$ cat src/rtl/br_resolve_pkg.sv
// Shared definitions for EX-stage branch resolution: prediction-bundle field map,
// branch type codes and the predictor update packet layout.
package br_resolve_pkg;

   localparam int unsigned XLEN         = 32;
   localparam int unsigned PRE_W        = 76;
   localparam int unsigned META_W       = 37;
   localparam int unsigned UPD_PAD_W    = 5;

   localparam int unsigned PRE_TGT_MSB  = 31;
   localparam int unsigned PRE_TAKEN    = 33;
   localparam int unsigned PRE_IS_BR    = 34;
   localparam int unsigned PRE_IFTWO    = 38;
   localparam int unsigned PRE_META_LSB = 39;
   localparam int unsigned PRE_META_MSB = 75;

   localparam logic [3:0] BR_TYPE_BRANCH = 4'd1;
   localparam logic [3:0] BR_TYPE_JUMP   = 4'd8;

   typedef struct packed {
      logic [META_W-1:0]    meta;
      logic [XLEN-1:0]      pc;
      logic [XLEN-1:0]      target;
      logic                 taken;
      logic                 mispred;
      logic                 is_jump;
      logic                 iftwo;
      logic [UPD_PAD_W-1:0] pad;
   } upd_pkt_t;

   localparam int unsigned UPD_PKT_W = $bits(upd_pkt_t);

   // Where the fetch restart address comes from after a mispredict.
   typedef enum logic [1:0] {
      REDIR_NONE   = 2'd0,
      REDIR_SEQ    = 2'd1,
      REDIR_TARGET = 2'd2
   } redir_src_e;

   function automatic logic is_branch_type(input logic [3:0] br_type);
      return (br_type == BR_TYPE_BRANCH) || (br_type == BR_TYPE_JUMP);
   endfunction

endpackage

$ cat src/rtl/br_upd_fifo.sv
// Synchronous FIFO for predictor update packets; wrap-bit pointers give full/empty,
// and a push into a full FIFO is taken only when the head pops in the same cycle.
module br_upd_fifo #(
   parameter int unsigned DEPTH = 4,
   parameter int unsigned W     = 110
) (
   input  logic         clk,
   input  logic         rstn,
   input  logic         push,
   input  logic [W-1:0] wdata,
   output logic         full,
   output logic         rvalid,
   input  logic         rready,
   output logic [W-1:0] rdata
);

   localparam int unsigned AW = (DEPTH > 1) ? $clog2(DEPTH) : 1;
   localparam int unsigned PW = AW + 1;

   logic [W-1:0]  mem [DEPTH];
   logic [PW-1:0] wr_ptr;
   logic [PW-1:0] rd_ptr;
   logic          empty;
   logic          do_push;
   logic          do_pop;

   assign empty   = (wr_ptr == rd_ptr);
   assign full    = (wr_ptr[AW] != rd_ptr[AW]) && (wr_ptr[AW-1:0] == rd_ptr[AW-1:0]);
   assign rvalid  = ~empty;
   assign do_pop  = rvalid & rready;
   assign do_push = push & (~full | do_pop);

   always_ff @(posedge clk or negedge rstn) begin
      if (!rstn) begin
         wr_ptr <= '0;
         rd_ptr <= '0;
      end else begin
         if (do_push) wr_ptr <= wr_ptr + PW'(1);
         if (do_pop)  rd_ptr <= rd_ptr + PW'(1);
      end
   end

   // Payload storage needs no reset; it is only observed behind rvalid.
   always_ff @(posedge clk) begin
      if (do_push) mem[wr_ptr[AW-1:0]] <= wdata;
   end

   assign rdata = mem[rd_ptr[AW-1:0]];

endmodule

$ cat src/rtl/br_resolve.sv
// EX-stage branch resolution: compares ALU outcome with the frontend prediction,
// raises a one-cycle registered flush/redirect, queues predictor updates and counts.
module br_resolve
   import br_resolve_pkg::*;
#(
   parameter int unsigned QDEPTH = 4,
   parameter int unsigned CNTW   = 32
) (
   input  logic                 clk,
   input  logic                 rstn,
   input  logic                 ex_valid,
   input  logic                 ex_stall,
   input  logic [XLEN-1:0]      ctr,
   input  logic [XLEN-1:0]      pc,
   input  logic [PRE_W-1:0]     pre,
   input  logic                 ifbr,
   input  logic [XLEN-1:0]      brresult,
   input  logic                 flush_pre,
   output logic                 flush_o,
   output logic [XLEN-1:0]      redirect_pc,
   output logic                 upd_valid,
   input  logic                 upd_ready,
   output logic [UPD_PKT_W-1:0] upd_pkt,
   output logic                 stall_req,
   output logic [CNTW-1:0]      cnt_br,
   output logic [CNTW-1:0]      cnt_mis
);

   logic [3:0]      br_type;
   logic            is_br;
   logic            is_jump;
   logic            pred_taken;
   logic            pred_br;
   logic [XLEN-1:0] pred_tgt;
   logic [XLEN-1:0] seq_pc;
   logic            full;
   logic            pop;
   logic            acc;
   logic            push;
   logic            mispred;
   redir_src_e      redir_src;
   logic [XLEN-1:0] redir_c;
   upd_pkt_t        pkt_in;
   logic            unused_bits;

   assign br_type    = ctr[3:0];
   assign is_br      = is_branch_type(br_type);
   assign is_jump    = (br_type == BR_TYPE_JUMP);
   assign pred_taken = pre[PRE_TAKEN];
   assign pred_br    = pre[PRE_IS_BR];
   assign pred_tgt   = pre[PRE_TGT_MSB:0];
   assign seq_pc     = pc + XLEN'(4);

   // Reserved prediction bits and upper control-word bits carry nothing here.
   assign unused_bits = ^{ctr[XLEN-1:4], pre[32], pre[37:35]};

   // The slot behind a flush is wrong-path, and a full FIFO without a pop holds EX.
   assign pop       = upd_valid & upd_ready;
   assign stall_req = full & ~pop;
   assign acc       = ex_valid & ~ex_stall & ~stall_req & ~flush_o;
   assign push      = acc & is_br;

   // Mispredict classification; a discarded paired-slot prediction wins.
   always_comb begin
      redir_src = REDIR_NONE;
      if (flush_pre) begin
         redir_src = REDIR_SEQ;
      end else if (is_br && (ifbr != pred_taken)) begin
         redir_src = ifbr ? REDIR_TARGET : REDIR_SEQ;
      end else if (is_br && ifbr && (brresult != pred_tgt)) begin
         redir_src = REDIR_TARGET;
      end else if (!is_br && pred_br && pred_taken) begin
         redir_src = REDIR_SEQ;
      end
   end

   assign mispred = (redir_src != REDIR_NONE);
   assign redir_c = (redir_src == REDIR_TARGET) ? brresult : seq_pc;

   always_comb begin
      pkt_in         = '0;
      pkt_in.meta    = pre[PRE_META_MSB:PRE_META_LSB];
      pkt_in.pc      = pc;
      pkt_in.target  = brresult;
      pkt_in.taken   = ifbr;
      pkt_in.mispred = mispred;
      pkt_in.is_jump = is_jump;
      pkt_in.iftwo   = pre[PRE_IFTWO];
   end

   br_upd_fifo #(
      .DEPTH (QDEPTH),
      .W     (UPD_PKT_W)
   ) u_fifo (
      .clk    (clk),
      .rstn   (rstn),
      .push   (push),
      .wdata  (pkt_in),
      .full   (full),
      .rvalid (upd_valid),
      .rready (upd_ready),
      .rdata  (upd_pkt)
   );

   // Flush pulses for exactly one cycle; redirect_pc holds its last value otherwise.
   always_ff @(posedge clk or negedge rstn) begin
      if (!rstn) begin
         flush_o     <= 1'b0;
         redirect_pc <= '0;
      end else begin
         flush_o <= acc & mispred;
         if (acc && mispred) redirect_pc <= redir_c;
      end
   end

   always_ff @(posedge clk or negedge rstn) begin
      if (!rstn) begin
         cnt_br  <= '0;
         cnt_mis <= '0;
      end else begin
         if (push && (cnt_br != '1))            cnt_br  <= cnt_br + CNTW'(1);
         if (acc && mispred && (cnt_mis != '1)) cnt_mis <= cnt_mis + CNTW'(1);
      end
   end

endmodule

$ cat config.mk
export PLATFORM = sky130hd
export DESIGN_NAME = br_resolve
export DESIGN_NICKNAME = d
export VERILOG_FILES = /design/src/rtl/br_resolve_pkg.sv /design/src/rtl/br_upd_fifo.sv /design/src/rtl/br_resolve.sv
export SDC_FILE = /design/constraint.sdc
export NUM_CORES = 1
export LEC_CHECK = 0
export CAP_MARGIN = 20
export CELL_PAD_IN_SITES_DETAIL_PLACEMENT = 0
export CELL_PAD_IN_SITES_GLOBAL_PLACEMENT = 1
export CORE_MARGIN = 2
export CORE_UTILIZATION = 45
export CTS_CLUSTER_SIZE = 40
export DETAILED_ROUTE_END_ITERATION = 8
export PLACE_DENSITY = 0.86
export RECOVER_POWER = 50
export SETUP_SLACK_MARGIN = 0.3
export SLEW_MARGIN = 20
export SYNTH_ARGS = -nofsm -noshare
export SYNTH_HDL_FRONTEND = slang
export SYNTH_HIERARCHICAL = 1
export SYNTH_SLANG_ARGS = --single-unit
export TNS_END_PERCENT = 100
$ cat constraint.sdc
create_clock -name clk -period 5.8 [get_ports clk]
set_clock_uncertainty 0.1 [all_clocks]
set_input_delay 1.16 -clock clk [delete_from_list [all_inputs] [get_ports clk]]
set_output_delay 1.16 -clock clk [all_outputs]
set_load 0.02 [all_outputs]
Word-level counts from Yosys, hierarchy flattened
Memory sizes are Yosys's and may differ from the RTL's.
Index checks and enable logic that the tools add are counted.
Storage, ports and cells
  flip-flop bits (word level): 103
  RAM bits: 420
  output and inout port bits: 209
  memories kept: 1
Operators by class
  $add $sub $neg: 5
  equality and inequality tests: 10
  mux-type cells: 8
  bitwise logic cells: 15
  reductions and logical operators: 12
Memories
  u_fifo.mem: words 4, width 105, read ports 1, clocked after Yosys merged registers in 0, write ports 1, line br_upd_fifo.sv:20  | logic [W-1:0] mem [DEPTH];
Operators with widths (number)
  $add 32x1->32 const B: 2
  $ne 32x32->1 const B: 2
  $add 32x3->32 const B: 1
  $mux 32: 1
  $ne 32x32->1: 1
  $logic_and 1x1->1: 9
  $and 1x1->1: 8
  $mux 2: 4
  $add 3x1->3 const B: 2
  $not 1->1: 6
  $eq 4x1->1 const B: 1
  $eq 4x4->1 const B: 1
  $eq 3x3->1: 1
  $mux 1: 3
  $eq 2x2->1: 1
  $eq 2x2->1 const B: 1
  $ne 1x1->1: 2
  $reduce_bool 2->1: 1
  $logic_not 1->1: 1
  $logic_or 1x1->1: 1
  $or 1x1->1: 1

Longest topological paths before layout
  depth in word-level cells: 12
  mapped depth: 12
  gate-level depth less buffers: 11

Cells and area by module
Netlist, hierarchy kept.
By module, submodules not included
  br_upd_fifo: instances 1, cells an instance 620, area each 16268.1 µm²
  br_resolve: instances 1, cells an instance 584, area each 5599.1 µm²

Worst setup path after synthesis
OpenSTA, ideal clock, no wires.
  kind: input port to flip-flop
  start point: in ex_stall
  end point: mem u_fifo/mem[1][0] (netlist name), enable pin
  setup time: 0.482 ns
  data arrival time: 4.637 ns
  required time: 5.218 ns
  path slack: 0.580 ns
  cell stages on the path: 5
  path through: or3b_2 -> nor2_1 -> nand2_1 -> inv_1 -> and3_1
Between the ends
  longest elaborated chain between the ends: 8
RTL lines
  start, declared: line br_resolve.sv:12  | input logic ex_stall,
  $not 1->1: line br_resolve.sv:60  | assign acc = ex_valid & ~ex_stall & ~stall_req & ~flush_o;
  $and 1x1->1 (3 in a row): line br_resolve.sv:60
  $and 1x1->1: line br_resolve.sv:61  | assign push = acc & is_br;
  named net push: line br_resolve.sv:39  | logic push;
  $and 1x1->1: line br_upd_fifo.sv:31  | assign do_push = push & (~full | do_pop);
  $mux 1: line br_upd_fifo.sv:45  | if (do_push) mem[wr_ptr[AW-1:0]] <= wdata;
  $mux 1 (implied by the code): line br_upd_fifo.sv:45
  end, declared: line br_upd_fifo.sv:20
The timed path passes the listed nets, and every way through them passes these cells.

Worst setup path in the final report
  start point: in brresult[12]
  end point: reg cnt_mis[1]
Between the ends
  longest elaborated chain between the ends: 8
RTL lines
  start, declared: line br_resolve.sv:17  | input logic [XLEN-1:0] brresult,
  $ne 32x32->1: line br_resolve.sv:70  | end else if (is_br && ifbr && (brresult != pred_tgt)) begin
  $logic_and 1x1->1: line br_resolve.sv:70
  $mux 2: line br_resolve.sv:70
  $mux 2: line br_resolve.sv:68  | end else if (is_br && (ifbr != pred_taken)) begin
  $mux 2: line br_resolve.sv:66  | if (flush_pre) begin
  $reduce_bool 2->1: line br_resolve.sv:77  | assign mispred = (redir_src != REDIR_NONE);
  $logic_and 1x1->1 (2 in a row): line br_resolve.sv:122  | if (acc && mispred && (cnt_mis != '1)) cnt_mis <= cnt_mis + CNTW'(1);
  end signal, assigned: line br_resolve.sv:122
  end, declared: line br_resolve.sv:26  | output logic [CNTW-1:0] cnt_mis
Every way passes these cells.
A chain may end at the register's enable or synchronous reset.

==> impl_results.md <==
* Initial Util at 45.70%
* Post-synthesis mux area share at 12.68%
* Dpl cell area at 26,250 um2
* Critical-path cell list: dlygate4sd3_1, xnor2_1, nand4_1, nor3_1, nand3_1, a21oi_4, clkbuf_1, inv_2, o21ai_1, mux2_2
* Pwr Total at 11,490 uW
* CTS sink cnt at 543
* Cells after synthesis at 1,204
* Path depth of the worst reg2reg path at 11
* Vias in the first global route at 12,860
* Row count at 80
* Die W at 224.4 um
* Max Fclk at 214.7 MHz
* Maximum clock path buffer count at 3
* Final setup viols at 0
* Power Dens Cells at 412.0 nW/um2
* Post-synth top area cell: edfxtp_1
* WHS Path Cells at 2
* Vias per cell at 5.451
* Sequential area share after synthesis at 72.21%
* Post-route cell area at 27,880 um2
* Reg-to-reg endpoint: cnt_mis[1]
* Detail Route Antenna Nets at 0
* Reg clk slew, reported paths at 0.06 ns
* Fin crit period at 4.657 ns
* Root Buffer: clkbuf_16
* Primary FF master, synth: edfxtp_1
* H-Tree Depth at 2
* Nets at 1,794
* Clock Power Share at 28.3%
* CP max-delay cell: clkbuf_1
* Mapped Area at 21,870 um2
* Tot GR Track Use at 21.23%
* Final Hold Fails at 0
* FFs w/ async S/R, synth at 18.97%
* CTS resizes at 0
* Worst slew pin tran at 2.548 ns
* P_leak at 0.009988 uW
* Syn avg cell area at 18.16 um2
* Post-DR wirelength/cell at 23.49 um
* Seq pwr share at 40.3%
* Complex-gate fraction of the synthesized area at 1.665%
* Maxcap violations at 2
* Distinct cell type count after synthesis at 54
* Post-synthesis adder-cell area fraction at 0.4577%
* Largest family of logic cells by synthesized area: multiplexers
* Crit Path Max Fanout at 27
* First-pass GRT wire length at 79,760 um
* CP required at 6.17 ns
* Core Footprint at 47,850 um2
* Die Ht at 224.4 um
* Hold Path Class: reg -> reg
* 1st-pass router iterations at 5
* DRC viols at 0
* Xor and xnor area share after synthesis at 5.007%
* Top Ports at 388
* Antenna violations before repair at 15
* Slew Limit Fails at 76
* Type of the worst setup path: in -> reg
* Drt total wl at 53,390 um
* Sw Ratio at 30.52%
* Delay-heaviest family, CP: buffers and inverters
* Maximum vdd drop at 284.1 uV
* CP Launch Type: primary input
* Synth Area in Simple Gates at 6.483%
* Crit end category: flip-flop
* Placer Congestion at 0.8157
* Final period util at 80.30%
* Post-DP HPWL at 35,490 um
* Post-CTS setup buffer count at 0
* Critical Path AT at 5.03 ns
* Register bit total from synthesis at 543
* Hold_sp: redirect_pc[3]
* NetSw at 3507 uW
* Dominant cells by area after synthesis: edfxtp_1 60%, dfrtp_1 12%, mux4_2 11%, xnor2_1 3.0%, xor2_1 2.0%
* CP bufs+invs at 3
* Synth top area share at 60.42%
* Pint at 7982 uW
* Setup_tns at 0 ns
* Cts hold-fix bufs at 0
* Worst hold endpoint: redirect_pc[3]
* CTS Buf Count at 53
* Area Growth Syn to Fin at 27.52%
* Combinational Power Share at 31.4%
* YS warnings at 6
* Hold slack at 0.3825 ns
* Reg2reg setup slack at 1.31 ns
* Rel. slew slack at -69.87%
* Worst r2r src: u_fifo/rd_ptr[1]
* Outcome: finished, violations left
* Drt initial violations at 815
* Worst path max stage delay at 1.01 ns
* Worst-skew pair later-pin latency at 0.59 ns
* Grt total ovfl at 0
* Port Buf Inserts at 355
* DIE AREA at 50,370 um2
* Layout cell share with drive strength beyond 1 at 13.14%
* Post-synth EDFFs at 440
* Failing checks: capacitance limit, slew limit
* Maximum number of pins on one net before global-route repair at 74
* CTS tree: yes
* RSZ-0062 raised after global routing: no
* Via count at 12,390
[logic make-up (layout without fill, tap and decap cells)]
family | after synthesis | in the layout
AO/OA/AOI/OAI | 54 | 54
other | 1 | 27
XOR/XNOR | 125 | 125
AND/OR/NAND/NOR | 268 | 268
buffers and inverters | 66 | 494
flip-flops | 543 | 543
adder cells (fa/ha/maj) | 8 | 8
multiplexers | 139 | 139
[sequential cells by signal (all words and copies together), names as in the netlist]
name	count
u_fifo/mem	440
cnt_br	32
cnt_mis	32
redirect_pc	32
u_fifo/rd_ptr	3
u_fifo/wr_ptr	3
flush_o	1
[worst max-delay path by stage]
stage / start / end / slack, ns / depth (start not counted)
floorplan: ex_stall / u_fifo/mem[1][0] / 0.58 / 5
global placement: brresult[12] / redirect_pc[15] / 1.21 / 9
detailed placement: brresult[12] / redirect_pc[5] / 1.12 / 9
CTS: u_fifo/rd_ptr[1] / upd_pkt[43] / 1.42 / 3
global route: rstn / cnt_mis[29] / 0.77 / 3
finish: brresult[12] / cnt_mis[1] / 1.14 / 10
[worst register-to-register path: cells and delay by family (launching register included)]
kind | cells | cell delay [ns]
buf+inv | 2 | 1.22
simple gates | 4 | 0.88
flops | 1 | 0.73
compound gates | 3 | 0.71
mux | 1 | 0.37
xor+xnor | 1 | 0.36
[synth_stat cells (2+ instances only)]
cell      count
buf_1         7
buf_8         2
nor3_1       37
nor3b_1       5
dfrtp_1     103
and3_1       18
o31ai_1       2
a221oi_1      7
ha_1          8
a31oi_1       3
edfxtp_1    440
mux4_2      110
mux2_2        4
and4_1        7
clkbuf_1      9
and2_1        3
xor2_1       50
buf_2        19
o21ai_0      26
inv_1        20
nor4b_1       2
nand2_1      70
o311ai_0      2
or4_1         6
mux2i_1      25
or3_1         5
nor4b_2       2
nor4_1       10
buf_4         8
nand4_1      27
nand3_1      35
nor3_2        3
o41ai_1       2
xnor2_1      75
nor2_1       33
[final cells by class]
| class | instances | area [um2] |
|---|---|---|
| Inverter | 21 | 83.83 |
| Tap cell | 615 | 769.5 |
| Fill cell | 3656 | 19960 |
| Clock buffer | 79 | 1445 |
| Sequential cell | 543 | 15800 |
| Multi-Input combinational cell | 614 | 5831 |
| Timing Repair Buffer | 374 | 3757 |
| Antenna cell | 7 | 17.52 |
| Clock inverter | 20 | 182.7 |
[metal layers]
metal / global-route usage, % / part of all wire, %
met5: 0 / 0.21
met4: 4.785 / 1.8
met3: 6.871 / 8.2
met2: 34.04 / 48
met1: 28.50 / 42
[power by group through the flow]
stage	Clock (uW)	Combinational, uW	Sequential [uW]
2_1_floorplan	0	1980	4790
3_3_place_gp	0	3690	4710
3_5_place_dp	0	3710	4710
4_1_cts	3320	3730	4640
5_1_grt	3470	3810	4660
6_report	3250	3610	4630
[cell usage in the layout, fill, tap and decap left out, types with 8 or more instances in the layout]
master	n
buf_4	11
o21ai_0	26
edfxtp_1	440
nand2_1	70
inv_1	19
nand3_1	35
nor2_1	33
nand4_1	27
xnor2_1	75
ha_1	8
nor4_1	10
dlygate4sd3_1	201
and3_1	15
mux4_2	110
dfrtp_1	101
nor3_1	39
xor2_1	50
conb_1	20
mux2i_1	25
clkdlybuf4s50_1	153
clkbuf_16	53
clkbuf_1	25
[stage by stage]
stage	util, %	cells	setup slack, ns
global route	58.25	2268	0.7661
floorplan	-	1223	0.5802
global placement	54.87	2166	1.212
finish	58.28	2273	1.143
detailed placement	54.87	2166	1.124
CTS	58.27	2265	1.416
No activity file was read; power rests on OpenSTA's default activity.
